**src/rtl/fetch_pkg.sv**
```systemverilog
// Shared types and defaults for the fetch sequencer and its watchdog.
package fetch_pkg;

  typedef enum logic [2:0] {
    IDLE    = 3'd0,
    REQ     = 3'd1,
    DISCARD = 3'd2,
    HOLD    = 3'd3,
    ERR     = 3'd4
  } fetch_state_t;

  localparam int unsigned FETCH_DATA_WIDTH = 32;
  localparam int unsigned FETCH_MAX_WAIT   = 15;

endpackage

```
**src/rtl/fetch_wdog.sv**
```systemverilog
// Per-request wait counter; flags when the next not-ready cycle reaches MAX_WAIT.
module fetch_wdog
  import fetch_pkg::*;
#(
  parameter int unsigned MAX_WAIT = FETCH_MAX_WAIT
) (
  input  logic clk_i,
  input  logic rst_ni,
  input  logic clr_i,
  input  logic inc_i,
  output logic expiring_o
);

  localparam int unsigned CW = $clog2(MAX_WAIT + 1);

  logic [CW-1:0] cnt_q, cnt_d;

  // Clear wins over increment; saturate at MAX_WAIT.
  always_comb begin
    cnt_d = cnt_q;
    if (clr_i) begin
      cnt_d = '0;
    end else if (inc_i && (cnt_q != CW'(MAX_WAIT))) begin
      cnt_d = cnt_q + CW'(1);
    end
  end

  always_ff @(posedge clk_i or negedge rst_ni) begin
    if (!rst_ni) begin
      cnt_q <= '0;
    end else begin
      cnt_q <= cnt_d;
    end
  end

  assign expiring_o = (cnt_q == CW'(MAX_WAIT - 1));

endmodule

```
**src/rtl/fetch_sequencer.sv**
```systemverilog
// Fetch-stage sequencer between the hazard unit, PC register and a multi-cycle
// instruction memory: request handshake, stall buffering, redirect discard, timeout.
module fetch_sequencer
  import fetch_pkg::*;
#(
  parameter int unsigned DATA_WIDTH = FETCH_DATA_WIDTH,
  parameter int unsigned MAX_WAIT   = FETCH_MAX_WAIT
) (
  input  logic                  clk,
  input  logic                  reset,
  input  logic                  StallF,
  input  logic                  PCSrcE,
  input  logic [DATA_WIDTH-1:0] PCF,
  input  logic                  imem_ready,
  input  logic [DATA_WIDTH-1:0] imem_rdata,
  output logic                  imem_req,
  output logic [DATA_WIDTH-1:0] imem_addr,
  output logic                  PCEnF,
  output logic [DATA_WIDTH-1:0] instrF,
  output logic                  InstrValidF,
  output logic                  FlushD,
  output logic                  fetch_err
);

  fetch_state_t          state_q, state_d;
  logic [DATA_WIDTH-1:0] addr_q, instr_q;
  logic                  addr_ld, instr_ld;
  logic                  wd_clr, wd_inc, wd_expiring;

  fetch_wdog #(
    .MAX_WAIT(MAX_WAIT)
  ) u_wdog (
    .clk_i      (clk),
    .rst_ni     (reset),
    .clr_i      (wd_clr),
    .inc_i      (wd_inc),
    .expiring_o (wd_expiring)
  );

  always_ff @(posedge clk or negedge reset) begin
    if (!reset) begin
      state_q <= IDLE;
    end else begin
      state_q <= state_d;
    end
  end

  // Transitions; timeout beats a same-cycle redirect.
  always_comb begin
    state_d  = state_q;
    wd_clr   = 1'b0;
    wd_inc   = 1'b0;
    addr_ld  = 1'b0;
    instr_ld = 1'b0;
    case (state_q)
      IDLE: begin
        state_d = REQ;
        wd_clr  = 1'b1;
      end
      REQ: begin
        if (!imem_ready) begin
          wd_inc = 1'b1;
          if (wd_expiring) begin
            state_d = ERR;
          end else if (PCSrcE) begin
            state_d = DISCARD;
            addr_ld = 1'b1;
            wd_clr  = 1'b1;
          end
        end else begin
          wd_clr = 1'b1;
          if (!PCSrcE && StallF) begin
            state_d  = HOLD;
            instr_ld = 1'b1;
          end
        end
      end
      DISCARD: begin
        if (imem_ready) begin
          state_d = REQ;
          wd_clr  = 1'b1;
        end else begin
          wd_inc = 1'b1;
          if (wd_expiring) begin
            state_d = ERR;
          end
        end
      end
      HOLD: begin
        if (PCSrcE || !StallF) begin
          state_d = REQ;
          wd_clr  = 1'b1;
        end
      end
      ERR: state_d = ERR;
      default: state_d = IDLE;
    endcase
  end

  // Mealy outputs; the request address follows PCF because PCF only moves with PCEnF.
  always_comb begin
    imem_req    = 1'b0;
    imem_addr   = '0;
    PCEnF       = 1'b0;
    instrF      = instr_q;
    InstrValidF = 1'b0;
    FlushD      = 1'b0;
    fetch_err   = 1'b0;
    case (state_q)
      IDLE: begin
        FlushD = PCSrcE & reset;
        PCEnF  = PCSrcE & reset;
      end
      REQ: begin
        imem_req  = 1'b1;
        imem_addr = PCF;
        FlushD    = PCSrcE;
        if (PCSrcE) begin
          PCEnF = 1'b1;
        end else if (imem_ready) begin
          instrF      = imem_rdata;
          InstrValidF = 1'b1;
          PCEnF       = !StallF;
        end
      end
      DISCARD: begin
        imem_req  = 1'b1;
        imem_addr = addr_q;
        FlushD    = PCSrcE;
        PCEnF     = PCSrcE;
      end
      HOLD: begin
        FlushD      = PCSrcE;
        InstrValidF = !PCSrcE;
        PCEnF       = PCSrcE | !StallF;
      end
      ERR: fetch_err = 1'b1;
      default: ;
    endcase
  end

  // Address of an abandoned request, and the instruction parked during a stall.
  always_ff @(posedge clk or negedge reset) begin
    if (!reset) begin
      addr_q  <= '0;
      instr_q <= '0;
    end else begin
      if (addr_ld) begin
        addr_q <= PCF;
      end
      if (instr_ld) begin
        instr_q <= imem_rdata;
      end
    end
  end

endmodule
```
**config.mk**
```make
export PLATFORM = sky130hd
export DESIGN_NAME = fetch_sequencer
export DESIGN_NICKNAME = d
export VERILOG_FILES = /design/src/rtl/fetch_pkg.sv /design/src/rtl/fetch_wdog.sv /design/src/rtl/fetch_sequencer.sv
export SDC_FILE = /design/constraint.sdc
export NUM_CORES = 1
export LEC_CHECK = 0
export CAP_MARGIN = 20
export CORE_MARGIN = 2
export CORE_UTILIZATION = 46
export CTS_BUF_LIST = sky130_fd_sc_hd__clkbuf_8
export DETAILED_ROUTE_END_ITERATION = 6
export PLACE_DENSITY = 0.82
export SKIP_CTS_REPAIR_TIMING = 1
export SYNTH_ARGS = -nofsm -noshare
export SYNTH_HDL_FRONTEND = slang
export SYNTH_SLANG_ARGS = --single-unit
```
**constraint.sdc**
```tcl
create_clock -name clk -period 2.8 [get_ports clk]
set_input_delay 0.7 -clock clk [delete_from_list [all_inputs] [get_ports clk]]
set_output_delay 0.7 -clock clk [all_outputs]
set_load 0.02 [all_outputs]
```
==> results by group, run 1 <==
Outcome
  • Outcome: finished, final reports clean

CTS
  • Worst-path clk slew: 0.08 ns
  • Clk_lat worst skew: around 0.35 ns
  • Clock tree root driver cell: clkbuf_8
  • Clk buf depth: 2
  • H-tree Lvls: 3
  • CTS Buf Count: 9
  • CTS tree: yes
  • Clk sinks: 71

Logic synthesis
  • Post-synthesis sequential area ratio: a little under half
  • Post-Synthesis Cells: 280
  • Cell accounting for the most synthesized area: dfrtp_1
  • Count of cell types in the netlist: 38
  • Yosys warns: 0
  • Syn_nets: between 300 and 400
  • Most common cell in the synthesized netlist: dfrtp_1
  • Mapped cell area: approximately 0.0038 mm^2
  • Async set-reset flop share out of synthesis: between 90% and 100%
  • Ys flop type: dfrtp_1
  • Yosys reg bits: a little over 70
  • Syn_area_per_cell: roughly 14 um^2
  • Yosys top cell area share: between 40 and 50%
  • Post-synth top cells: dfrtp_1 (71), mux2_2 (66), a22o_1 (32), mux2_4 (30), clkbuf_1 (12)
  • Post-synth EDFFs: 0
  • Synth area leaders: dfrtp_1 (47%), mux2_2 (20%), mux2_4 (12%)

Power and ir drop
  • LEAKAGE: approximately 3.0 nW
  • VDD IR max: around 530 uV
  • P per Cell Area: between 1000 and 1500 mW/mm^2

Placement
  • Placed Cells incl. Taps: 518
  • Hpwl dp: roughly 6500 um
  • GPL Wtd Cong: ~0.85
  • Placement Setup Slack: -0.513 ns
  • Area post-placement: 0.00536 mm^2
  • PortBufs: 137

Floorplanning
  • Die width: about 95 um
  • Site Rows: 33
  • Die footprint: ~0.009 mm^2
  • Starting Density: between 40 and 50%
  • Die Height: 95.0 um
  • Num ports: ~140
  • CORE AREA: roughly 0.0081 mm^2

Drt
  • DRC errors left: 0
  • Initial drt markers: ~110
  • Total Wirelength: 9400 um
  • Avg WL per Cell: around 17 um
  • Vias per cell: between 5 and 6
  • Routed via count: around 2900
  • Final ANT Viol Nets: 0
  • Drt pass-1 iters: 4

Cells and area
  • Post-route cell area: about 0.0056 mm^2
  • Finished Layout Cells: approximately 540
  • Layout Nets: roughly 500
  • P&R area growth vs syn: 47.4%
  • Filler instances: 573
  • Share of layout cells above drive strength 1: 41.0%
  • ANT cells: 0

Timing
  • Max-slew violation count: 0
  • Setup_tns: 0 ns
  • Hold Vio Cnt, Final: 0
  • Setup ws final: 0.109 ns
  • Slew headroom: 66.2%
  • Minimum clock period after layout: 2.69 ns
  • Hold_ws: between 0.4 and 0.5 ns
  • Final setup fails: 0
  • Worst-Margin Slew: 0.507 ns
  • Max frequency: 372 MHz
  • RSZ-0062 raised after global routing: false
  • Final Cycle Share: between 90% and 100%
  • Final Skew: approximately 0.0086 ns

Setup path
  • Worst Setup EP: fetch_err
  • R2r setup slk: roughly 0.79 ns
  • Largest stage delay, worst path: ~0.67 ns
  • FF-to-FF path depth: 6
  • Worst EP required: 2.10 ns
  • Largest delay share family, worst path: buffers and inverters
  • Worst Setup SP: state_q[0]
  • CP Max Fanout: 6
  • CP Buf/Inv Count: 2
  • Critical path depth: 3
  • Worst reg2reg path endpoint: addr_q[5]
  • CP startpoint kind: flip-flop
  • CP arrival: 1.99 ns
  • RR Startpoint: state_q[1]
  • Crit path cell chain: buf_4 -> nor3b_1 -> clkdlybuf4s50_1
  • Critical path type: flip-flop to output port
  • Slowest cell on crit path: clkdlybuf4s50_1
  • Crit end category: output port

Global routing
  • Met1 usage: between 20% and 30%
  • Met3 usage: about 3.5%
  • Gr usage total: between 20% and 30%
  • Initial antenna violation count: 0
  • Met2 GRT Util: 35.2%
  • Pin count of the biggest net entering global routing: 41
  • First-pass GRT wire length: around 14000 um
  • GRT Max-Usage Layer: met2
  • GRT overflow: 0
  • Vias in the first global route: 2947

Min path
  • Min-delay worst type: input pin to asynchronous set/reset pin

Job
  • # Max-Cap Violations: 0
==> flip-flops by register name, indices dropped and copies added (netlist names) <==
| name | cells |
|---|---|
| u_wdog.cnt_q | 4 |
| addr_q | 32 |
| instr_q | 32 |
| state_q | 3 |
==> how the worst min path moves through the flow <==
stage	startpoint	to	slack (ns)	depth (start not counted)
3_5_place_dp	instr_q[12]	instr_q[12]	0.49	1
5_1_grt	reset	instr_q[28]	0.43	2
2_1_floorplan	reset	addr_q[0]	0.40	0
3_3_place_gp	instr_q[12]	instr_q[12]	0.48	1
6_report	reset	instr_q[30]	0.40	2
4_1_cts	reset	instr_q[25]	0.41	2
==> power breakdown <==
group          internal, W  switching [W]
clock             0.000587       0.000383
sequential         0.00152       0.000287
combinational      0.00177        0.00153
total              0.00387        0.00220
==> cells by family (layout without fill, tap and decap cells) <==
kind of cell | Yosys count | after routing | share of synthesized area (%)
mux | 98 | 98 | 31.9
flops | 71 | 71 | 46.6
compound gates | 52 | 52 | 10.7
simple gates | 29 | 29 | 5.29
buf+inv | 26 | 178 | 4.37
fa+ha+maj | 2 | 2 | 0.657
xor+xnor | 2 | 2 | 0.460
==> cell usage in the layout, fill, tap and decap left out, types with 4 or more instances in the layout <==
cell and count:
nor2_1 6, nor3_1 4, mux2_2 66, a21oi_1 6, inv_1 5, buf_4 16
clkbuf_8 9, clkbuf_2 28, mux2_4 30, dlymetal6s2s_1 37, a22o_1 32, buf_12 5
dfrtp_1 69, clkdlybuf4s50_1 67
==> final cells by class <==
cell class | instances | area [um^2] | area share [%]
multi-input combinational | 183 | 1890 | 33.6
tap | 105 | 131 | 2.34
inverter | 5 | 18.8 | 0.334
clock buffer | 9 | 124 | 2.21
timing repair buffer | 157 | 1560 | 27.9
clock inverter | 7 | 113 | 2.01
sequential | 71 | 1780 | 31.7
==> per-stage QoR <==
step,total power (W),utilization (%)
floorplan,0.00393,-
finish,0.00607,69.0
global route,0.00640,69.0
CTS,0.00636,68.8
detailed placement,0.00536,65.9
global placement,0.00528,65.9
==> layer usage <==
| layer | vias up | share of wire [%] |
|---|---|---|
| met4 | 0 | 2.4 |
| met5 | - | 0 |
| met2 | 73 | 54 |
| met3 | 17 | 3.8 |
| li1 | 1326 | - |
| met1 | 1463 | 40 |
Note: power is estimated with default switching activity, not from simulation.
==> inputs of run 2 (changes only) <==
--- a/config.mk
+++ b/config.mk
@@ -7,10 +7,11 @@
 export LEC_CHECK = 0
 export CAP_MARGIN = 20
 export CORE_MARGIN = 2
-export CORE_UTILIZATION = 46
+export CORE_UTILIZATION = 45
 export CTS_BUF_LIST = sky130_fd_sc_hd__clkbuf_8
+export CTS_CLUSTER_SIZE = 20
 export DETAILED_ROUTE_END_ITERATION = 6
-export PLACE_DENSITY = 0.82
+export PLACE_DENSITY = 0.81
 export SKIP_CTS_REPAIR_TIMING = 1
 export SYNTH_ARGS = -nofsm -noshare
 export SYNTH_HDL_FRONTEND = slang
==> constraint.sdc (replaced) <==
create_clock -name clk -period 3.2 [get_ports clk]
set_input_delay 0.8 -clock clk [delete_from_list [all_inputs] [get_ports clk]]
set_output_delay 0.8 -clock clk [all_outputs]
set_load 0.02 [all_outputs]
==> results by group, run 2 (same netlist as run 1, synthesis figures left out) <==
Timing
  • Final Skew: 0.0112 ns (+0.00258 ns)
  • Hold_ws: 0.295 ns (-0.107 ns)
  • Slew headroom: 42.8% (-23 points)
  • Minimum clock period after layout: about 3.1 ns
  • Hold Vio Cnt, Final: 0 (unchanged)
  • Max-slew violation count: 0 (unchanged)
  • Setup_tns: 0 ns (unchanged)
  • Setup ws final: 0.110 ns (+0.000283 ns)
  • Worst-Margin Slew: 0.858 ns (+0.351 ns)
  • Final Cycle Share: 96.6%
  • RSZ-0062 raised after global routing: false
  • Max frequency: about 320 MHz
  • Final setup fails: 0 (unchanged)

Drt
  • DRC errors left: 0 (unchanged)
  • Routed via count: 2778 (-3.5%)
  • Final ANT Viol Nets: 0 (unchanged)
  • Vias per cell: 5.29 (-1.3%)
  • Total Wirelength: 9120 um (-2.9%)
  • Avg WL per Cell: 17.4 um (-0.73%)
  • Initial drt markers: 92 (-12%)
  • Drt pass-1 iters: 4 (unchanged)

Setup path
  • Critical path type: input pin to output port
  • RR Startpoint: state_q[2]
  • CP arrival: 2.29 ns (+0.30 ns)
  • Worst reg2reg path endpoint: instr_q[7]
  • CP startpoint kind: input pin
  • Crit end category: output port
  • R2r setup slk: 0.85 ns (+0.06 ns)
  • Worst EP required: 2.40 ns (+0.30 ns)
  • CP Max Fanout: 11 (+5)
  • FF-to-FF path depth: 5 (-1)

Placement
  • GPL Wtd Cong: 0.741 (-13%)
  • Hpwl dp: 6300 um (-3.6%)
  • Placement Setup Slack: -0.297 ns (+0.216 ns)
  • Placed Cells incl. Taps: 509 (-1.7%)
  • PortBufs: 137 (unchanged)

Power and ir drop
  • VDD IR max: 606 uV (+13%)
  • Final Power: 0.00522 W (-14%)
  • LEAKAGE: 2.74 nW (-9.4%)
  • P per Cell Area: 942 mW/mm^2 (-13%)

Global routing
  • Vias in the first global route: 2876 (-2.4%)
  • Initial antenna violation count: 0 (unchanged)
  • Gr usage total: 20.0% (-0.37 points)
  • GRT overflow: 0 (unchanged)
  • Pin count of the biggest net entering global routing: 68 (+66%)
  • First-pass GRT wire length: 14200 um (about the same)

CTS
  • Worst-path clk slew: 0.08 ns (about the same)
  • CTS Buf Count: 9 (unchanged)
  • CTS tree: yes
  • Clk sinks: 71 (unchanged)
  • Clk_lat worst skew: 0.33 ns (-0.02 ns)
  • Clk buf depth: 2 (unchanged)
  • H-tree Lvls: 3 (unchanged)
  • Clock tree root driver cell: clkbuf_8

Floorplanning
  • CORE AREA: 0.00822 mm^2 (+1.0%)
  • Num ports: 138 (unchanged)
  • Die footprint: 0.00922 mm^2 (+2.1%)
  • Site Rows: 33 (unchanged)
  • Starting Density: 46.4% (-0.47 points)
  • Die Height: 96 um (+1.1%)
  • Die width: 96 um (+1.1%)

Cells and area
  • Commonest non-fill, non-tap cell in the layout: clkdlybuf4s50_1
  • Largest registers: addr_q x32, instr_q x32, u_wdog.cnt_q x4
  • P&R area growth vs syn: 45.5%
  • Layout Nets: 486 (-2.4%)
  • Share of layout cells above drive strength 1: 30.7% (-10 points)
  • ANT cells: 0 (unchanged)
  • Most frequent cells in the layout: clkdlybuf4s50_1 (103), dfrtp_1 (71), mux2_2 (66)
  • Finished Layout Cells: 525 (-2.2%)

Outcome
  • Outcome: finished, final reports clean

Job
  • # Max-Cap Violations: 0 (unchanged)

Min path
  • Min-delay worst type: input pin to asynchronous set/reset pin
run 2: cell types whose count changed in the layout (fill, tap and decap cells not counted), moves of 2 or more:
cell,previous run,this run
dlymetal6s2s_1,37,33
clkbuf_2,28,0
dfrtp_2,2,0
clkbuf_8,9,11
dfrtp_1,69,71
inv_1,5,7
clkdlybuf4s50_1,67,103
buf_4,16,4
clkbuf_16,2,0
bufinv_16,3,0
run 2: routing by layer:
layer,wire length (um),vias to the layer above,part of all wire (%),global-route usage [%]
li1,-,1306,-,-
met4,184,0,2.0,9.64
met1,3860,1386,42,26.6
met2,4690,74,51,31.5
met3,383,12,4.2,3.37
met5,0,-,0,0
run 2: how the worst max path moves through the flow:
| stage | startpoint | end | slack [ns] | depth (start not counted) |
|---|---|---|---|---|
| 2_1_floorplan | imem_ready | instrF[10] | 0.59 | 4 |
| 3_3_place_gp | imem_ready | instrF[12] | -0.30 | 6 |
| 3_5_place_dp | imem_ready | instrF[12] | -0.30 | 6 |
| 4_1_cts | imem_ready | instrF[12] | -0.31 | 6 |
| 5_1_grt | state_q[0] | imem_addr[6] | 0.0006 | 4 |
| 6_report | imem_ready | InstrValidF | 0.11 | 5 |
run 2: layout make-up:
cell class,count,area [um^2]
Tap cell,105,131
Fill cell,585,2670
Clock buffer,11,151
Multi-Input combinational cell,183,1880
Timing Repair Buffer,145,1560
Clock inverter,5,25.0
Sequential cell,71,1780
Inverter,5,18.8
run 2: power breakdown:
group	internal (W)	switching (W)
Sequential	0.00133	0.000268
Clock	0.000316	0.000321
Combinational	0.00168	0.00131
run 2: critical path, cell delays in order:
cell and delay (ns):
clkdlybuf4s50_1 0.49, buf_4 0.18, nor2_1 0.05, nor3_1 0.15
clkdlybuf4s50_1 0.63
run 2: stage by stage:
| stage | instance area (um^2) | util (%) |
|---|---|---|
| after CTS | 5460 | 66.4 |
| after floorplan | 3810 | - |
| final | 5540 | 67.5 |
| after global routing | 5540 | 67.5 |
| after detailed placement | 5280 | 64.3 |
| after global placement | 5280 | 64.3 |
==> inputs of run 3 (changes only) <==
--- a/config.mk
+++ b/config.mk
@@ -5,6 +5,7 @@
 export SDC_FILE = /design/constraint.sdc
 export NUM_CORES = 1
 export LEC_CHECK = 0
+export ABC_AREA = 1
 export CAP_MARGIN = 20
 export CORE_MARGIN = 2
 export CORE_UTILIZATION = 45
==> constraint.sdc (replaced) <==
create_clock -name clk -period 3.1 [get_ports clk]
set_input_delay 0.775 -clock clk [delete_from_list [all_inputs] [get_ports clk]]
set_output_delay 0.775 -clock clk [all_outputs]
set_load 0.02 [all_outputs]
==> results by group, run 3 <==
Setup path
  • Worst reg2reg path endpoint: addr_q[1]
  • CP Buf/Inv Count: 4 (+1)
  • Worst Setup SP: PCSrcE
  • Slowest cell on crit path: clkdlybuf4s50_1
  • Critical path depth: 7 (+2)
  • CP Max Fanout: 32 (+21)
  • CP arrival: 2.20 ns (-0.09 ns)
  • Largest delay share family, worst path: buffers and inverters
  • Worst Setup EP: instrF[16]
  • CP startpoint kind: input pin
  • RR Startpoint: u_wdog.cnt_q[0]
  • Worst EP required: 2.32 ns (-0.08 ns)
  • Crit end category: output port
  • Critical path type: input pin to output port
  • FF-to-FF path depth: 5 (unchanged)
  • R2r setup slk: 1.09 ns (+0.24 ns)
  • Largest stage delay, worst path: 0.49 ns (-0.14 ns)
  • Crit path cell chain: clkdlybuf4s50_1 -> inv_2 -> nand3_2 -> clkbuf_16 -> nor2_1 -> a21oi_1 -> dlymetal6s2s_1

Global routing
  • Gr usage total: 21.1% (+1.1 points)
  • Vias in the first global route: 3521 (+22%)
  • GRT overflow: 0 (unchanged)
  • Pin count of the biggest net entering global routing: 69 (+1.5%)
  • Initial antenna violation count: 0 (unchanged)
  • First-pass GRT wire length: 15000 um (+5.9%)

Cells and area
  • Largest registers: addr_q x32, instr_q x32, u_wdog.cnt_q x4
  • ANT cells: 0 (unchanged)
  • Layout Nets: 706 (+45%)
  • Most frequent cells in the layout: nand2_1 (119), clkdlybuf4s50_1 (101), inv_1 (72)
  • Filler instances: 629 (+7.5%)
  • Share of layout cells above drive strength 1: 6.25% (-24 points)
  • P&R area growth vs syn: 49.6%
  • Commonest non-fill, non-tap cell in the layout: nand2_1

Logic synthesis
  • Post-synth top cells: nand2_1 (119), inv_1 (72), dfrtp_1 (71), o21ai_0 (69), nor2_1 (48)
  • Most common cell in the synthesized netlist: nand2_1
  • Yosys warns: 0 (unchanged)
  • Yosys reg bits: 71 (unchanged)
  • Cell accounting for the most synthesized area: dfrtp_1
  • Synth area leaders: dfrtp_1 (48%), nand2_1 (12%), o21ai_0 (9.4%)
  • Post-Synthesis Cells: 500 (+79%)
  • Async set-reset flop share out of synthesis: 100% (unchanged)
  • Yosys top cell area share: 48.2% (+1.6 points)
  • Syn_nets: 571 (+63%)
  • Syn_area_per_cell: 7.37 um^2 (-46%)
  • Ys flop type: dfrtp_1
  • Post-synthesis sequential area ratio: 48.2% (+1.6 points)
  • Mapped cell area: 0.00368 mm^2 (-3.3%)
  • Count of cell types in the netlist: 21 (-45%)
  • Post-synth EDFFs: 0 (unchanged)

Job
  • # Max-Cap Violations: 0 (unchanged)

Timing
  • Worst-Margin Slew: 0.836 ns (-0.0224 ns)
  • Setup_tns: 0 ns (unchanged)
  • Slew headroom: 44.3% (+1.5 points)
  • Hold Vio Cnt, Final: 0 (unchanged)
  • Max-slew violation count: 0 (unchanged)
  • RSZ-0062 raised after global routing: false
  • Final setup fails: 0 (unchanged)
  • Max frequency: around 340 MHz
  • Final Skew: 0.0145 ns (+0.00335 ns)
  • Final Cycle Share: 96.1%
  • Minimum clock period after layout: 2.98 ns

Min path
  • Min-delay worst type: input pin to asynchronous set/reset pin

Placement
  • Hpwl dp: 6530 um (+3.6%)
  • GPL Wtd Cong: 0.863 (+16%)
  • PortBufs: 137 (unchanged)

Drt
  • Routed via count: 3674 (+32%)
  • Top Layer Used: met4
  • Drt pass-1 iters: 5 (+1)
  • Final ANT Viol Nets: 0 (unchanged)
  • Vias per cell: 4.95 (-6.4%)
  • Total Wirelength: 9480 um (+4.0%)
  • Routed met3 length: 347 um (-9.4%)
  • DRC errors left: 0 (unchanged)
  • DR WL met2: 4800 um (+2.4%)
  • Wire length on met1: 4040 um (+4.6%)
  • Avg WL per Cell: 12.8 um (-26%)
  • Initial drt markers: 194 (+110%)

Floorplanning
  • Die footprint: 0.00893 mm^2 (-3.2%)
  • Die Height: 94.5 um (-1.6%)
  • Die width: 94.5 um (-1.6%)
  • Num ports: 138 (unchanged)
  • CORE AREA: 0.00785 mm^2 (-4.5%)
  • Starting Density: 46.9% (+0.59 points)
  • Site Rows: 32 (-3.0%)

Power and ir drop
  • P per Cell Area: 945 mW/mm^2 (+0.28%)
  • LEAKAGE: 2.86 nW (+4.5%)
  • VDD IR max: 582 uV (-4.0%)
  • Final Power: 0.00521 W (-0.29%)

CTS
  • Clock tree root driver cell: clkbuf_8
  • Clk_lat worst skew: 0.34 ns (about the same)
  • CTS Buf Count: 9 (unchanged)
  • Clk sinks: 71 (unchanged)
  • Worst-path clk slew: 0.08 ns (about the same)
  • H-tree Lvls: 3 (unchanged)
  • CTS tree: yes
  • Clk buf depth: 2 (unchanged)

Outcome
  • Outcome: finished, final reports clean
## run 3: cell types whose count changed in the layout (fill, tap and decap cells not counted), moves of 32 or more
cell | previous run | this run
nand2_1 | 2 | 119
mux2_2 | 66 | 0
o21ai_0 | 3 | 69
inv_1 | 7 | 72
a22o_1 | 32 | 0
nor2_1 | 6 | 48
## run 3: worst min path at each step
stage / start / to / slack [ns] / cells after the start
CTS: reset / state_q[2] / 0.23 / 1
floorplan: addr_q[0] / addr_q[0] / 0.45 / 2
finish: reset / state_q[2] / 0.24 / 1
global placement: addr_q[13] / addr_q[13] / 0.47 / 2
detailed placement: addr_q[26] / addr_q[26] / 0.47 / 2
global route: reset / state_q[2] / 0.24 / 1
## run 3: logic make-up after synthesis
kind of cell | synth area share (%)
DFF | 48.2
adders and majority gates | 0.679
AOI/OAI and AO/OA | 18.9
and+or+nand+nor | 20.8
buffers and inverters | 11.2
xor gates and xnor gates | 0.238
## run 3: worst register-to-register path, cell delays in order (launching register included)
cell and delay [ns]:
dfrtp_1 0.38, inv_1 0.07, ha_1 0.19, nand3_1 0.18
nand4_4 0.62, o21ai_0 0.46
## run 3: layout make-up
cell class	count	area [um^2]	share of cell area, %
clock inverter	6	67.6	1.23
tap	102	128	2.32
clock buffer	10	138	2.50
sequential	71	1780	32.2
multi-input combinational	326	1510	27.3
timing repair buffer	150	1610	29.1
inverter	77	289	5.24
## run 3: through the flow
stage	setup WS, ns	cell area, um^2	util, %	cells	hold slack, ns
5_1_grt	0.0438	5510	70.2	742	0.238
3_3_place_gp	-0.213	5190	66.2	725	0.465
4_1_cts	-0.286	5400	68.8	741	0.231
6_report	0.122	5510	70.2	742	0.242
3_5_place_dp	-0.229	5190	66.2	725	0.474
2_1_floorplan	0.714	3680	-	500	0.453
## run 3: metal layers
metal	vias to the layer above	global-route usage, %
li1	1843	-
met3	25	3.11
met2	90	37.6
met1	1716	24.6
met5	-	0
met4	0	10.6
## run 3: power by group
part	internal (W)	switching (W)
Sequential	0.00134	0.000190
Clock	0.000396	0.000351
Combinational	0.00127	0.00166
Total	0.00301	0.00220
